<file path="config.mk">
export PLATFORM = sky130hd
export DESIGN_NAME = vga_timing_ctrl
export DESIGN_NICKNAME = d
export VERILOG_FILES = /design/src/rtl/vga_pkg.sv /design/src/rtl/vga_axis_cnt.sv /design/src/rtl/vga_timing_ctrl.sv
export SDC_FILE = /design/constraint.sdc
export NUM_CORES = 1
export LEC_CHECK = 0
export CORE_MARGIN = 2
export CORE_UTILIZATION = 45
export CTS_CLUSTER_DIAMETER = 80
export CTS_CLUSTER_SIZE = 12
export DETAILED_ROUTE_END_ITERATION = 10
export PLACE_DENSITY = 0.7
export SYNTH_ARGS = -nofsm -noshare
export SYNTH_HDL_FRONTEND = slang
export SYNTH_SLANG_ARGS = --single-unit
</file>
<file path="constraint.sdc">
create_clock -name clk_i -period 2.3 [get_ports clk_i]
set_input_delay 0.46 -clock clk_i [delete_from_list [all_inputs] [get_ports clk_i]]
set_output_delay 0.46 -clock clk_i [all_outputs]
set_load 0.1 [all_outputs]
</file>
<file path="src/rtl/vga_pkg.sv">
// vga_pkg: shared definitions for the VGA raster sequencer.
//   - vga_state_e : scan-out FSM states (idle, running, finishing current frame)
//   - vga_cnt_t   : 10-bit unsigned raster count
//   - Def*        : default 640x480 timing (800 x 528 totals)
//   - to_cnt()    : narrowing helper from elaboration-time integers to vga_cnt_t
package vga_pkg;

  localparam int unsigned CntW   = 10;
  localparam int unsigned CntMax = 1 << CntW;

  typedef logic [CntW-1:0] vga_cnt_t;

  typedef enum logic [1:0] {
    StIdle     = 2'd0,
    StRun      = 2'd1,
    StStopping = 2'd2
  } vga_state_e;

  localparam int unsigned DefClkDiv  = 2;
  localparam int unsigned DefHActive = 640;
  localparam int unsigned DefHFp     = 16;
  localparam int unsigned DefHSync   = 96;
  localparam int unsigned DefHBp     = 48;
  localparam int unsigned DefVActive = 480;
  localparam int unsigned DefVFp     = 14;
  localparam int unsigned DefVSync   = 2;
  localparam int unsigned DefVBp     = 32;

  function automatic vga_cnt_t to_cnt(input int unsigned v);
    return vga_cnt_t'(v);
  endfunction

endpackage

</file>
<file path="src/rtl/vga_axis_cnt.sv">
// vga_axis_cnt: one raster axis (horizontal or vertical).
// Wrapping counter 0..Total-1 plus registered sync / active decode. The decode is computed from
// the counter's next value so sync_o and active_o line up with cnt_o in the same clock.
// Ports:
//   clk_i     system clock
//   clr_i     synchronous active-high reset (count 0, sync high, inactive)
//   hold_i    force the axis to its idle condition (count 0, sync high, inactive)
//   adv_i     advance one position this clock
//   cnt_o     current count
//   last_o    count is Total-1
//   wrap_o    advancing from Total-1 back to 0 this clock
//   sync_o    active-low sync, low for count in [SyncStart, SyncStart+SyncLen)
//   active_o  count < Active
module vga_axis_cnt
  import vga_pkg::*;
#(
  parameter int unsigned Total     = 800,
  parameter int unsigned Active    = 640,
  parameter int unsigned SyncStart = 656,
  parameter int unsigned SyncLen   = 96
) (
  input  logic     clk_i,
  input  logic     clr_i,
  input  logic     hold_i,
  input  logic     adv_i,
  output vga_cnt_t cnt_o,
  output logic     last_o,
  output logic     wrap_o,
  output logic     sync_o,
  output logic     active_o
);

  if (Total < 1 || Total > CntMax) begin : g_total_err
    $error("vga_axis_cnt: Total must be in 1..1024");
  end

  localparam vga_cnt_t LastCnt = to_cnt(Total - 1);

  vga_cnt_t    cnt_q, cnt_d;
  logic        sync_q, active_q;
  logic [31:0] cnt_ext;
  logic        in_sync, in_active;

  assign last_o = (cnt_q == LastCnt);
  assign wrap_o = adv_i & last_o;

  always_comb begin
    cnt_d = cnt_q;
    if (hold_i) begin
      cnt_d = '0;
    end else if (adv_i) begin
      cnt_d = last_o ? '0 : cnt_q + 10'd1;
    end
  end

  // Decode on the 32-bit extension so SyncStart+SyncLen may reach 1024 without wrapping.
  always_comb begin
    cnt_ext   = 32'(cnt_d);
    in_sync   = (cnt_ext >= SyncStart) && (cnt_ext < SyncStart + SyncLen);
    in_active = (cnt_ext < Active);
  end

  always_ff @(posedge clk_i) begin
    if (clr_i) begin
      cnt_q    <= '0;
      sync_q   <= 1'b1;
      active_q <= 1'b0;
    end else begin
      cnt_q    <= cnt_d;
      sync_q   <= hold_i | ~in_sync;
      active_q <= ~hold_i & in_active;
    end
  end

  assign cnt_o    = cnt_q;
  assign sync_o   = sync_q;
  assign active_o = active_q;

endmodule

</file>
<file path="src/rtl/vga_timing_ctrl.sv">
// vga_timing_ctrl: VGA raster sequencer.
// Divides clk_i to a one-clock pixel enable, runs the horizontal and vertical scan counters and
// produces sync, blanking and pixel coordinates. Scan-out is started by en_i and, once en_i
// drops, stops only when the last pixel of the last line wraps, so a frame is never truncated.
// Optional build macro: VGA_TIMING_IRQ_EN adds irq_o / irq_ack_i (sticky start-of-vblank flag).
// Ports:
//   clk_i          system clock, all logic on posedge
//   clr_i          synchronous active-high reset, aborts any frame at once
//   en_i           1 = scan out, 0 = stop at the end of the current frame
//   pix_ce_o       pixel clock enable, one clk wide every CLK_DIV clocks while scanning
//   hsync_o        horizontal sync, active low
//   vsync_o        vertical sync, active low
//   video_on_o     inside the visible area
//   px_x_o/px_y_o  current horizontal / vertical count
//   line_end_o     pulse on the pix_ce where the horizontal count wraps
//   frame_start_o  pulse on the pix_ce where the counters become (0,0)
//   busy_o         scanning (running or finishing the current frame)
//   irq_o          (VGA_TIMING_IRQ_EN) sticky, set when the vertical count enters vblank
//   irq_ack_i      (VGA_TIMING_IRQ_EN) clears irq_o; a simultaneous set wins
module vga_timing_ctrl
  import vga_pkg::*;
#(
  parameter int unsigned CLK_DIV  = DefClkDiv,
  parameter int unsigned H_ACTIVE = DefHActive,
  parameter int unsigned H_FP     = DefHFp,
  parameter int unsigned H_SYNC   = DefHSync,
  parameter int unsigned H_BP     = DefHBp,
  parameter int unsigned V_ACTIVE = DefVActive,
  parameter int unsigned V_FP     = DefVFp,
  parameter int unsigned V_SYNC   = DefVSync,
  parameter int unsigned V_BP     = DefVBp
) (
  input  logic           clk_i,
  input  logic           clr_i,
  input  logic           en_i,
  output logic           pix_ce_o,
  output logic           hsync_o,
  output logic           vsync_o,
  output logic           video_on_o,
  output logic [CntW-1:0] px_x_o,
  output logic [CntW-1:0] px_y_o,
  output logic           line_end_o,
  output logic           frame_start_o,
`ifdef VGA_TIMING_IRQ_EN
  output logic           irq_o,
  input  logic           irq_ack_i,
`endif
  output logic           busy_o
);

  localparam int unsigned H_TOTAL = H_ACTIVE + H_FP + H_SYNC + H_BP;
  localparam int unsigned V_TOTAL = V_ACTIVE + V_FP + V_SYNC + V_BP;

  if (H_TOTAL > CntMax || V_TOTAL > CntMax) begin : g_total_err
    $error("vga_timing_ctrl: H_TOTAL and V_TOTAL must not exceed 1024");
  end
  if (CLK_DIV < 1) begin : g_div_err
    $error("vga_timing_ctrl: CLK_DIV must be at least 1");
  end

  localparam int unsigned DivW = (CLK_DIV > 1) ? $clog2(CLK_DIV) : 1;
  typedef logic [DivW-1:0] div_t;
  localparam div_t DivMax = div_t'(CLK_DIV - 1);

  vga_state_e state_q, state_d;
  div_t       div_q, div_d;
  // Set between the start of scan-out and its first pix_ce. That first pix_ce marks pixel (0,0)
  // rather than advancing past it, so every frame lasts exactly CLK_DIV*H_TOTAL*V_TOTAL clocks.
  logic       first_q, first_d;

  logic       tick;
  logic       hold;
  logic       h_adv, h_wrap, h_last, h_sync, h_active;
  logic       v_wrap, v_last, v_sync, v_active;
  logic       frame_end;
  vga_cnt_t   hcnt, vcnt;

  assign tick      = (state_q != StIdle) && (div_q == DivMax);
  assign h_adv     = tick & ~first_q;
  assign frame_end = h_wrap & v_last;
  // Going idle clears divider and counters in the same clock.
  assign hold      = (state_d == StIdle);

  // en_i is only acted on at the final pixel of a frame; elsewhere it just moves between
  // running and stopping without touching the counters.
  always_comb begin
    state_d = state_q;
    unique case (state_q)
      StIdle: begin
        if (en_i) state_d = StRun;
      end
      StRun, StStopping: begin
        if (frame_end && !en_i) begin
          state_d = StIdle;
        end else if (en_i) begin
          state_d = StRun;
        end else begin
          state_d = StStopping;
        end
      end
      default: state_d = StIdle;
    endcase
  end

  always_comb begin
    div_d = div_q;
    if (state_q == StIdle || state_d == StIdle) begin
      div_d = '0;
    end else if (div_q == DivMax) begin
      div_d = '0;
    end else begin
      div_d = div_q + 1'b1;
    end
  end

  always_comb begin
    first_d = first_q;
    if (state_d == StIdle) begin
      first_d = 1'b0;
    end else if (state_q == StIdle) begin
      first_d = 1'b1;
    end else if (tick) begin
      first_d = 1'b0;
    end
  end

  always_ff @(posedge clk_i) begin
    if (clr_i) begin
      state_q <= StIdle;
      div_q   <= '0;
      first_q <= 1'b0;
    end else begin
      state_q <= state_d;
      div_q   <= div_d;
      first_q <= first_d;
    end
  end

  vga_axis_cnt #(
    .Total     (H_TOTAL),
    .Active    (H_ACTIVE),
    .SyncStart (H_ACTIVE + H_FP),
    .SyncLen   (H_SYNC)
  ) u_h_axis (
    .clk_i    (clk_i),
    .clr_i    (clr_i),
    .hold_i   (hold),
    .adv_i    (h_adv),
    .cnt_o    (hcnt),
    .last_o   (h_last),
    .wrap_o   (h_wrap),
    .sync_o   (h_sync),
    .active_o (h_active)
  );

  vga_axis_cnt #(
    .Total     (V_TOTAL),
    .Active    (V_ACTIVE),
    .SyncStart (V_ACTIVE + V_FP),
    .SyncLen   (V_SYNC)
  ) u_v_axis (
    .clk_i    (clk_i),
    .clr_i    (clr_i),
    .hold_i   (hold),
    .adv_i    (h_wrap),
    .cnt_o    (vcnt),
    .last_o   (v_last),
    .wrap_o   (v_wrap),
    .sync_o   (v_sync),
    .active_o (v_active)
  );

`ifdef VGA_TIMING_IRQ_EN
  localparam vga_cnt_t VBlankPrev = to_cnt(V_ACTIVE - 1);

  logic irq_q, irq_set;

  // The line wrap that moves vcnt from V_ACTIVE-1 to V_ACTIVE is the start of vblank.
  assign irq_set = h_wrap & ~v_last & (vcnt == VBlankPrev) & ~hold;

  always_ff @(posedge clk_i) begin
    if (clr_i) begin
      irq_q <= 1'b0;
    end else begin
      irq_q <= irq_set | (irq_q & ~irq_ack_i);
    end
  end

  assign irq_o = irq_q;
`endif

  assign pix_ce_o      = tick;
  assign line_end_o    = h_wrap;
  assign frame_start_o = tick & (first_q | frame_end);
  assign busy_o        = (state_q != StIdle);
  assign hsync_o       = h_sync;
  assign vsync_o       = v_sync;
  assign video_on_o    = h_active & v_active;
  assign px_x_o        = hcnt;
  assign px_y_o        = vcnt;

  logic unused_v_wrap;
  assign unused_v_wrap = v_wrap;

endmodule

</file>
==> results of run 1 <==
## power groups by stage
stage | Sequential [mW] | Combinational (mW) | Clock [mW]
after global placement | 0.524 | 0.260 | 0
after global routing | 0.515 | 0.293 | 0.296
after detailed placement | 0.526 | 0.264 | 0
final | 0.512 | 0.272 | 0.268
after floorplan | 0.525 | 0.185 | 0
after CTS | 0.512 | 0.267 | 0.278
## registers in the layout, indices dropped and copies added, names as in the netlist
signal	count
u_v_axis.cnt_o	10
u_h_axis.cnt_o	10
div_q	1
u_v_axis.sync_o	1
u_h_axis.active_o	1
u_v_axis.active_o	1
state_q	2
u_h_axis.sync_o	1
first_q	1
## layout make-up
class | instances | area (sq um)
Clock buffer | 4 | 45.0
Fill cell | 318 | 1360
Inverter | 9 | 41.3
Multi-Input combinational cell | 150 | 1090
Sequential cell | 28 | 612
Tap cell | 48 | 60.1
Timing Repair Buffer | 46 | 400
## repair_timing
action / CTS / global route
resized for setup: 4 / 5
hold buffers: 0 / 0
setup endpoints to repair: 1 / 3
pin swaps: 2 / 4
buffers inserted: 3 / 6
## cell usage after synthesis (2+ instances only)
cell | n | share of area, %
o21ai_0 | 6 | 1.8
nand3_1 | 12 | 3.6
nand4_1 | 5 | 1.9
nand2b_1 | 3 | 1.1
or4_1 | 5 | 2.3
nand2_1 | 15 | 3.4
o311ai_0 | 2 | 1.1
a21oi_1 | 7 | 2.1
or3_1 | 2 | 0.75
nor2b_1 | 4 | 1.5
dfxtp_1 | 28 | 34
clkbuf_1 | 3 | 0.68
nor3_1 | 8 | 2.4
nor4_1 | 5 | 1.9
a21boi_0 | 2 | 0.90
and3_1 | 2 | 0.75
xor2_1 | 5 | 2.6
nor3b_1 | 3 | 1.4
buf_6 | 2 | 1.4
a31o_2 | 2 | 1.1
and2_1 | 2 | 0.75
nor4b_1 | 2 | 1.1
nor2_1 | 20 | 4.5
inv_1 | 8 | 1.8
xnor2_1 | 9 | 4.7
ha_1 | 4 | 3.0
## worst max-delay path, cell delays in order (launching register included)
cell,delay (ns)
dfxtp_2,0.37
or4_4,0.55
nor3_4,0.19
nand2_4,0.10
a21boi_4,0.16
buf_12,0.19
## worst max path at each step
stage                            endpoint  slack (ns)  depth (start not counted)
after floorplan             frame_start_o       -0.32                          8
after global placement    u_v_axis.sync_o        0.14                          5
after detailed placement  u_h_axis.sync_o        0.10                          6
after CTS                   frame_start_o       -0.04                          5
after global routing        frame_start_o       -0.04                          8
final                       frame_start_o        0.01                          5
## stage by stage
stage / hold WS [ns] / total power, mW / cells / area [sq um]
after CTS: 0.504 / 1.06 / 279 / 2180
after detailed placement: 0.491 / 0.790 / 272 / 2100
after global placement: 0.475 / 0.784 / 272 / 2100
after floorplan: 0.453 / 0.711 / 194 / 1750
after global routing: 0.533 / 1.10 / 285 / 2250
final: 0.499 / 1.05 / 285 / 2250
## per-layer routing
layer  wire length, um  vias up
met5                 0        -
met4                19        0
met3               198        2
met2              1930       50
met1              2060      777
li1                  -      805
## placed cells by master, fill, tap and decap left out, types with 3 or more instances in the layout
cell,netlist,final
nand4_1,5,5
o21ai_0,6,6
xnor2_1,9,9
nor4_1,5,5
nor3_1,8,8
dfxtp_2,0,11
buf_12,0,4
dfxtp_4,0,10
nor3b_1,3,3
or4_1,5,4
nand2b_1,3,3
nand2_1,15,14
nand3_1,12,11
buf_4,0,40
a21oi_1,7,7
clkbuf_8,0,3
dfxtp_1,28,7
nor2_1,20,20
inv_1,8,6
nor2b_1,4,3
xor2_1,5,5
## cells by family (layout without fill, tap and decap cells)
| group | after synthesis | count (layout) |
|---|---|---|
| buffers and inverters | 16 | 59 |
| adders and majority gates | 4 | 4 |
| AOI/OAI and AO/OA | 32 | 32 |
| xor gates and xnor gates | 14 | 14 |
| and+or+nand+nor | 100 | 100 |
| DFF | 28 | 28 |
==> summary.md, run 1 <==
| Metric | Value |
|---|---|
| Logic depth of the worst register-to-register path | `9` |
| Max Root-Sink Buffers | `2` |
| Die Height | `64.7 um` |
| Starting Density | `between 40% and 50%` |
| Number of top-level pins | `30` |
| Setup violations, final | `0` |
| Top_reg_cell synth | `dfxtp_1` |
| Total count of hold-check failures in the final report | `0` |
| Status | `complete, no violations` |
| Synthesized Nets | `201` |
| Tightest Hold Check Type | `reg2reg` |
| Kind of capture point of the worst setup path | `primary output` |
| Post-synthesis sequential area ratio | `33.8%` |
| Number of different library cells in the post-synthesis netlist | `54` |
| Largest net degree at the start of global routing | `16` |
| Max-cap violation count | `0` |
| Number of CTS-inserted buffers | `3` |
| Hold path depth | `1` |
| Routed Antenna Nets | `0` |
| Worst Setup Slack post-DPL | `0.103 ns` |
| Buffers on Ports | `29` |
| Final Util | `between 60% and 70%` |
| Worst skew pair latency | `around 0.27 ns` |
| RD Place Congestion | `about 0.86` |
| Number of warnings reported in the yosys synthesis log | `0` |
| Async set-or-reset flop fraction in the synthesized netlist | `0%` |
| Unrepaired setup endpoints after global routing | `true` |
| Transition time of the tightest slew-check pin | `0.480 ns` |
| Post-synthesis instance area | `approximately 1700 sq um` |
| Total detailed-routing wirelength | `4210 um` |
| Library cell used as clock root buffer | `clkbuf_8` |
| Register bit count reported by yosys | `28` |
| Post-Syn Instances | `194` |
| Total negative slack for setup checks | `0 ns` |
| DR DRC count | `0` |
| Post-route setup slack | `0.0135 ns` |
| Antenna cells | `0` |
| Cell-internal power | `0.720 mW` |
| Fraction of the cycle the final worst path needs | `99.4%` |
| Most crowded layer after global routing | `met2` |
| Maximum clock skew at final layout | `0.00292 ns` |
| Synthesized-area fraction occupied by adder cells | `3.01%` |
| HPWL after DPL | `3120 um` |
| Clock share of power | `25.4%` |
| Critical register-to-register path endpoint | `u_v_axis.active_o` |
| Number of nets in the final layout | `245` |
| Row count | `22` |
| Net load switching power | `0.332 mW` |
| EDFF count, synth | `0` |
| Relative slew slack | `67.7%` |
| Combinational share of power | `about a quarter` |
| Max-slew violation count | `0` |
| Crit path kind | `reg2out` |
| Wire length per cell | `14.8 um` |
| Vias per std cell | `5.73` |
| Vias after detailed routing | `about 1,600` |
| Clock sink total | `28` |
| Post-Synthesis Mean Instance Area | `8.56 sq um` |
| TritonCTS clock tree | `built` |
| Max FO, Critical Path | `7` |
| Source of the critical timing path | `u_v_axis.cnt_o[8]` |
| Vias in the first global route | `1,449` |
| Die outline area | `4190 sq um` |
| Overall die width | `64.7 um` |
| Worst R2R Start | `state_q[0]` |
| Placeable core area | `3610 sq um` |
| Arr. time, crit path | `1.83 ns` |
| Sequential group share of total power | `48.7%` |
| Routing usage on met1 | `31.6%` |
| Hold endpoint | `div_q` |
| Total global-route track usage | `approximately a fifth` |
| Leak pwr | `0.798 nW` |
| Fraction of final layout cells sized beyond drive strength 1 | `38.8%` |
| Setup slack, reg-to-reg | `about 0.18 ns` |
| Count of routing violations after the opening detailed-route iteration | `89` |
| Met2 track demand over resource in global routing | `around a third` |
| Total congestion overflow after global routing | `0` |
| Portion of netlist area occupied by mux cells | `0%` |
| Element type at the critical path start | `register` |
| Worst vdd rail ir drop | `roughly 340 uV` |
| Antenna violations before repair | `0` |
| Clock period minus worst slack | `2.29 ns` |
| Area overhead of the layout relative to synthesis | `35.5%` |
| Post-synthesis xor/xnor area fraction | `between 7 and 8%` |
| Met3 Track Usage GR | `2.43%` |
| CTS clk-pin slew, worst paths | `0.09 ns` |
| CTS H-tree lvls | `1` |
| Simple-gate share of the synthesized area | `36.2%` |
| Main combinational cell family by area after synthesis | `simple AND/OR/NAND/NOR gates` |
| Wire length of the first global-routing pass | `7040 um` |
| Fmax | `roughly 440 MHz` |
| Startpoint of the most critical hold path | `div_q` |
| Synth Area in Compound Gates | `approximately 14%` |
| Required time at the worst-slack endpoint | `~1.8 ns` |
| First-pass iteration count of the detailed router | `4` |
| Power per cell area | `~470 nW/um^2` |
| Switching Share | `between 30% and 40%` |
No activity file was read; power rests on OpenSTA's default activity.
==> inputs of run 2 (changes only) <==
- ABC_AREA: not set -> 1
- CTS_CLUSTER_DIAMETER: 80 -> 150
- SETUP_SLACK_MARGIN: not set -> 0.4
==> run 2 against run 1 <==
  * Die area up 0.36%
  * Global-route usage grew 1.4 points
  * Combinational power increased by 32%
  * Critical path type unchanged
  * Largest cell class unchanged
==> summary.md, run 2 <==
| Metric | Value |
|---|---|
| Status | `complete, no violations` |
| Clock period minus worst slack | `2.11 ns` |
| DR DRC count | `0` |
| Number of nets in the final layout | `307` |
| Kind of capture point of the worst setup path | `primary output` |
| PnR Total Power | `1.27 mW` |
| Worst Setup Slack post-DPL | `0.238 ns` |
| Synthesized Nets | `244` |
| Max-slew violation count | `0` |
| Async set-or-reset flop fraction in the synthesized netlist | `0%` |
| Post-Syn Instances | `237` |
| Top cells by area in the synthesized netlist | `dfxtp_1 34%, nand2_1 10%, nor2_1 10%, inv_1 5.6%, nand3_1 5.1%` |
| Top_reg_cell synth | `dfxtp_1` |
| Leak pwr | `roughly 1.1 nW` |
| Count of routing violations after the opening detailed-route iteration | `125` |
| Overall die width | `64.9 um` |
| Post-synthesis instance area | `1670 sq um` |
| Number of warnings reported in the yosys synthesis log | `0` |
| Total detailed-routing wirelength | `4870 um` |
| Most common library cells after synthesis | `46 x nand2_1, 45 x nor2_1, 28 x dfxtp_1` |
| Number of different library cells in the post-synthesis netlist | `31` |
| Required time at the worst-slack endpoint | `between 1.5 and 2 ns` |
| Crit path kind | `reg2out` |
| Total global-route track usage | `22.4%` |
| Wire length per cell | `around 14 um` |
| Element type at the critical path start | `register` |
| Starting Density | `46.2%` |
| Cell chain of the critical path | `inv_2, ha_4, inv_12, nand2_8, nor2_8, nand2_4, nor2_8, nand2_4, a21oi_4, buf_12` |
| HPWL after DPL | `2970 um` |
| CTS H-tree lvls | `1` |
| Logic depth of the worst register-to-register path | `19` |
| Relative slew slack | `62.1%` |
| Placeable core area | `3610 sq um` |
| TritonCTS clock tree | `built` |
| Commonest non-fill, non-tap cells in the layout | `47 x buf_4, 40 x nand2_1, 38 x nor2_1` |
| Area share of the leading cell type in the synthesized netlist | `33.6%` |
| Fraction of final layout cells sized beyond drive strength 1 | `45.5%` |
| EDFF count, synth | `0` |
| Library cell used as clock root buffer | `clkbuf_8` |
| Max-cap violation count | `0` |
| Vias per std cell | `around 5.1` |
| Antenna violations before repair | `0` |
| Transition time of the tightest slew-check pin | `0.568 ns` |
| Buffers on Ports | `29` |
| Worst vdd rail ir drop | `387 uV` |
| Setup violations, final | `0` |
| Die Height | `64.9 um` |
| Antenna cells | `0` |
| Biggest area consumer among synthesized cells | `dfxtp_1` |
| Post-Synthesis Mean Instance Area | `7.03 sq um` |
| Vias in the first global route | `1,669` |
| Register bit count reported by yosys | `28` |
| Row count | `22` |
| Most frequent standard cell in the layout excluding fill and tap cells | `buf_4` |
| Max Root-Sink Buffers | `2` |
| Number of CTS-inserted buffers | `3` |
| Fmax | `473 MHz` |
| Number of hold-repair buffers added at the cts stage | `0` |
| Final Util | `~73%` |
| Total count of hold-check failures in the final report | `0` |
| Cell total after placement | `314` |
| Number of top-level pins | `30` |
| Power per cell area | `483 nW/um^2` |
| Critical Path Slowest Stage Cell | `dfxtp_2` |
| Post-route setup slack | `0.186 ns` |
| CTS clk-pin slew, worst paths | `0.10 ns` |
| Vias after detailed routing | `1,784` |
| Instance area at placement | `2130 sq um` |
| Routed Antenna Nets | `0` |
| First-pass iteration count of the detailed router | `4` |
| Most numerous cell in the Yosys netlist | `nand2_1` |
| Max FO, Critical Path | `2` |
| Die outline area | `4210 sq um` |
| Maximum clock skew at final layout | `0.00824 ns` |
| Count of non-filler cells in the finished layout | `347` |
| Worst Hold Slack | `approximately 0.53 ns` |
| Wire length of the first global-routing pass | `7450 um` |
| Fraction of the cycle the final worst path needs | `between 90 and 100%` |
| Post-synthesis sequential area ratio | `33.6%` |
| Number of filler cells placed in the layout | `274` |
| Worst skew pair latency | `just under 0.3 ns` |
| Total negative slack for setup checks | `0 ns` |
| Crit path largest cell delay | `0.35 ns` |
| Tightest Hold Check Type | `reg2reg` |
| RD Place Congestion | `0.847` |
| Area overhead of the layout relative to synthesis | `57.4%` |
| Hold path depth | `2` |
| Setup slack, reg-to-reg | `0.27 ns` |
| Arr. time, crit path | `between 1.5 and 2 ns` |
| Final Instance Area | `~2600 sq um` |
| Largest net degree at the start of global routing | `17` |
| Unrepaired setup endpoints after global routing | `true` |
| Clock sink total | `28` |
| Total congestion overflow after global routing | `0` |
-- run 2: cell count changes in the layout (fill, tap and decap cells not counted), moves of 6 or more --
cell     before  now
buf_4        40   47
buf_6         0    6
inv_1         6   21
nand2_1      14   40
nand2_4       1    7
nor2_1       20   38
-- run 2: cell families (layout without fill, tap and decap cells) --
group           Yosys count  after routing  synth area share (%)
simple gates            147            148                  43.9
fa+ha+maj                 4              4                  3.00
mux                       1              1                 0.601
buf+inv                  31             92                  7.88
flops                    28             28                  33.6
compound gates           15             15                  5.18
xor+xnor                 11             11                  5.78
-- run 2: final cells by class --
cell class,count,area [sq um],share of cell area [%]
Clock buffer,3,41.3,1.57
Clock inverter,1,30.0,1.14
Inverter,28,130,4.96
Multi-Input combinational cell,179,1230,47.0
Sequential cell,28,598,22.8
Tap cell,48,60.1,2.29
Timing Repair Buffer,60,531,20.2
-- run 2: critical path, delay by kind of cell, from the launching register on --
family | cells | cell delay, ns
buffers and inverters | 3 | 0.29
adder cells (fa/ha/maj) | 1 | 0.18
AO/OA/AOI/OAI | 1 | 0.14
AND/OR/NAND/NOR | 5 | 0.40
flip-flops | 1 | 0.35
-- run 2: per-layer routing --
metal  part of all wire, %  track usage [%]
met5                     0                0
met2                    49             38.1
met4                   2.5             8.51
met1                    44             29.1
met3                   3.9             2.43
-- run 2: path summary, 6_finish.rpt --
check / endpoint / from
setup / recovery: frame_start_o / state_q[0]
hold / removal: u_h_axis.cnt_o[1] / u_h_axis.cnt_o[1]
setup reg to reg: u_v_axis.sync_o / state_q[0]
hold reg to reg: u_h_axis.cnt_o[1] / u_h_axis.cnt_o[1]
-- run 2: timing repair --
action,in CTS,in global routing
endpoints found under the hold margin,0,0
pin swaps,7,12
setup buffers,14,14
gates cloned,0,1
setup endpoints to repair,12,21
gates resized for setup,3,46
-- run 2: where the power goes --
group	switching, mW	internal (mW)	total [mW]
combinational	0.208	0.152	0.360
sequential	0.0133	0.492	0.505
clock	0.170	0.234	0.403
total	0.390	0.878	1.27
==> inputs of run 3 (changes only) <==
- CORE_ASPECT_RATIO: not set -> 0.75
- CTS_BUF_LIST: not set -> sky130_fd_sc_hd__clkbuf_4 sky130_fd_sc_hd__clkbuf_8
==> run 3 against run 2 <==
  * Sequential cell count is the same
  * Clock power shrank 2%
  * Utilization shrank 2.9 points
  * Total power shrank 6.7%
  * Die area grew 0.13%
  * Design area shrank 3.8%
  * Clock-buffer cell count is the same
  * Critical path type unchanged
  * Critical endpoint unchanged
  * Largest power group unchanged
==> summary.md, run 3 (same netlist as run 2, synthesis figures left out) <==
| Metric | Value |
|---|---|
| Status | `complete, no violations` |
| Row count | `19` |
| Number of filler cells placed in the layout | `305` |
| Overall die width | `roughly 74 um` |
| Setup violations, final | `0` |
| Commonest non-fill, non-tap cells in the layout | `44 x buf_4, 42 x nand2_1, 40 x nor2_1` |
| HPWL after DPL | `3110 um` |
| Power per cell area | `469 nW/um^2` |
| Cell-internal power | `0.834 mW` |
| DR DRC count | `0` |
| Tightest Hold Check Type | `reg2reg` |
| Routed Antenna Nets | `0` |
| Antenna violations before repair | `0` |
| Number of nets in the final layout | `301` |
| Library cell used as clock root buffer | `clkbuf_8` |
| Worst R2R Start | `state_q[0]` |
| Startpoint of the most critical hold path | `u_h_axis.cnt_o[1]` |
| Largest net degree at the start of global routing | `17` |
| Die Height | `56.7 um` |
| Clock share of power | `33.2%` |
| Vias in the first global route | `1,519` |
| Vias per std cell | `5.16` |
| Fraction of final layout cells sized beyond drive strength 1 | `about two fifths` |
| Source of the critical timing path | `state_q[0]` |
| Vias after detailed routing | `1,780` |
| Max-cap violation count | `0` |
| Crit path kind | `reg2out` |
| Transition time of the tightest slew-check pin | `0.339 ns` |
| Area overhead of the layout relative to synthesis | `51.4%` |
| Maximum clock skew at final layout | `about 0.0052 ns` |
| Worst Setup Slack post-DPL | `between 0.2 and 0.25 ns` |
| Total detailed-routing wirelength | `4720 um` |
| Leak pwr | `1.13 nW` |
| Required time at the worst-slack endpoint | `1.84 ns` |
| TritonCTS clock tree | `built` |
| Worst skew pair latency | `between 0.2 and 0.3 ns` |
| First-pass iteration count of the detailed router | `4` |
| Clock sink total | `28` |
| Number of CTS-inserted buffers | `3` |
| Total congestion overflow after global routing | `0` |
| Antenna cells | `0` |
| CTS clk-pin slew, worst paths | `0.09 ns` |
| Most frequent standard cell in the layout excluding fill and tap cells | `buf_4` |
| Placeable core area | `3610 sq um` |
| Fmax | `476 MHz` |
| Instance area at placement | `roughly 2100 sq um` |
| Area taken by flip-flops and latches | `598 sq um` |
| Starting Density | `46.1%` |
| Area of the multi-input gates | `1190 sq um` |
| Relative slew slack | `between 70 and 80%` |
| Unrepaired setup endpoints after global routing | `true` |
| Wire length per cell | `13.7 um` |
| Wire length of the first global-routing pass | `7090 um` |
| Total count of hold-check failures in the final report | `0` |
| Die outline area | `4210 sq um` |
| Max-slew violation count | `0` |
| Element type at the critical path start | `register` |
| RD Place Congestion | `0.925` |
| Buffers on Ports | `29` |
| Net load switching power | `0.349 mW` |
| Total global-route track usage | `22.2%` |
| Switching Share | `29.5%` |
| CTS H-tree lvls | `1` |
| Final Instance Area | `2520 sq um` |
| Clock period minus worst slack | `2.10 ns` |
| Max Root-Sink Buffers | `2` |
| Sequential group share of total power | `42.7%` |
| Combinational share of power | `about 24%` |
| Worst vdd rail ir drop | `just over 400 uV` |
| Post-route setup slack | `0.198 ns` |
| Arr. time, crit path | `about 1.6 ns` |
| Fraction of the cycle the final worst path needs | `91.4%` |
| Kind of capture point of the worst setup path | `primary output` |
| Max FO, Critical Path | `2` |
| Number of top-level pins | `30` |
| Count of routing violations after the opening detailed-route iteration | `109` |
==> run 3: stage by stage <==
| step | setup TNS [ns] | power (mW) | hold slack, ns | std cells | util (%) |
|---|---|---|---|---|---|
| finish | 0 | 1.18 | 0.541 | 345 | 69.8 |
| detailed placement | 0 | 0.717 | 0.504 | 316 | 58.6 |
| global placement | 0 | 0.715 | 0.505 | 316 | 58.6 |
| global route | 0 | 1.23 | 0.546 | 345 | 69.8 |
| floorplan | -0.202 | 0.683 | 0.527 | 237 | - |
| CTS | 0 | 1.15 | 0.519 | 334 | 64.3 |
==> run 3: timing repair <==
action,CTS,global route
endpoints found under the setup margin,14,19
cloned,1,1
gates resized for setup,4,22
pin swaps,7,11
hold buffers,0,0
buffers inserted,13,10
==> run 3: critical path, stage by stage (launching register included) <==
cell and delay, ns:
dfxtp_2 0.35, inv_2 0.04, ha_4 0.18, inv_12 0.06, nand2_8 0.05, nor2_8 0.10
nand2_4 0.07, nor2_8 0.10, nand2_4 0.07, a21oi_4 0.16, buf_12 0.19
==> run 3: final timing paths <==
path	end	slack, ns	depth (start not counted)
setup / recovery	frame_start_o	0.20	10
hold / removal	u_h_axis.cnt_o[1]	0.54	2
setup reg to reg	u_h_axis.sync_o	0.40	14
hold reg to reg	u_h_axis.cnt_o[1]	0.54	2
==> run 3: power by group through the flow <==
stage	clock network [mW]	logic, mW	registers (mW)
CTS	0.401	0.242	0.505
finish	0.393	0.285	0.505
detailed placement	0	0.200	0.517
global placement	0	0.198	0.517
floorplan	0	0.163	0.520
global route	0.422	0.300	0.507
==> run 3: per-layer routing <==
| metal | track usage (%) | share of wire (%) |
|---|---|---|
| met4 | 7.40 | 1.4 |
| met3 | 5.39 | 7.7 |
| met1 | 33.1 | 45 |
| met2 | 30.9 | 46 |
| met5 | 0 | 0 |
==> run 3: area by class of cell <==
class,instances,area share (%)
Clock inverter,1,1.19
Sequential cell,28,23.7
Clock buffer,3,1.64
Inverter,28,4.96
Tap cell,52,2.58
Timing Repair Buffer,53,18.7
Multi-Input combinational cell,180,47.2
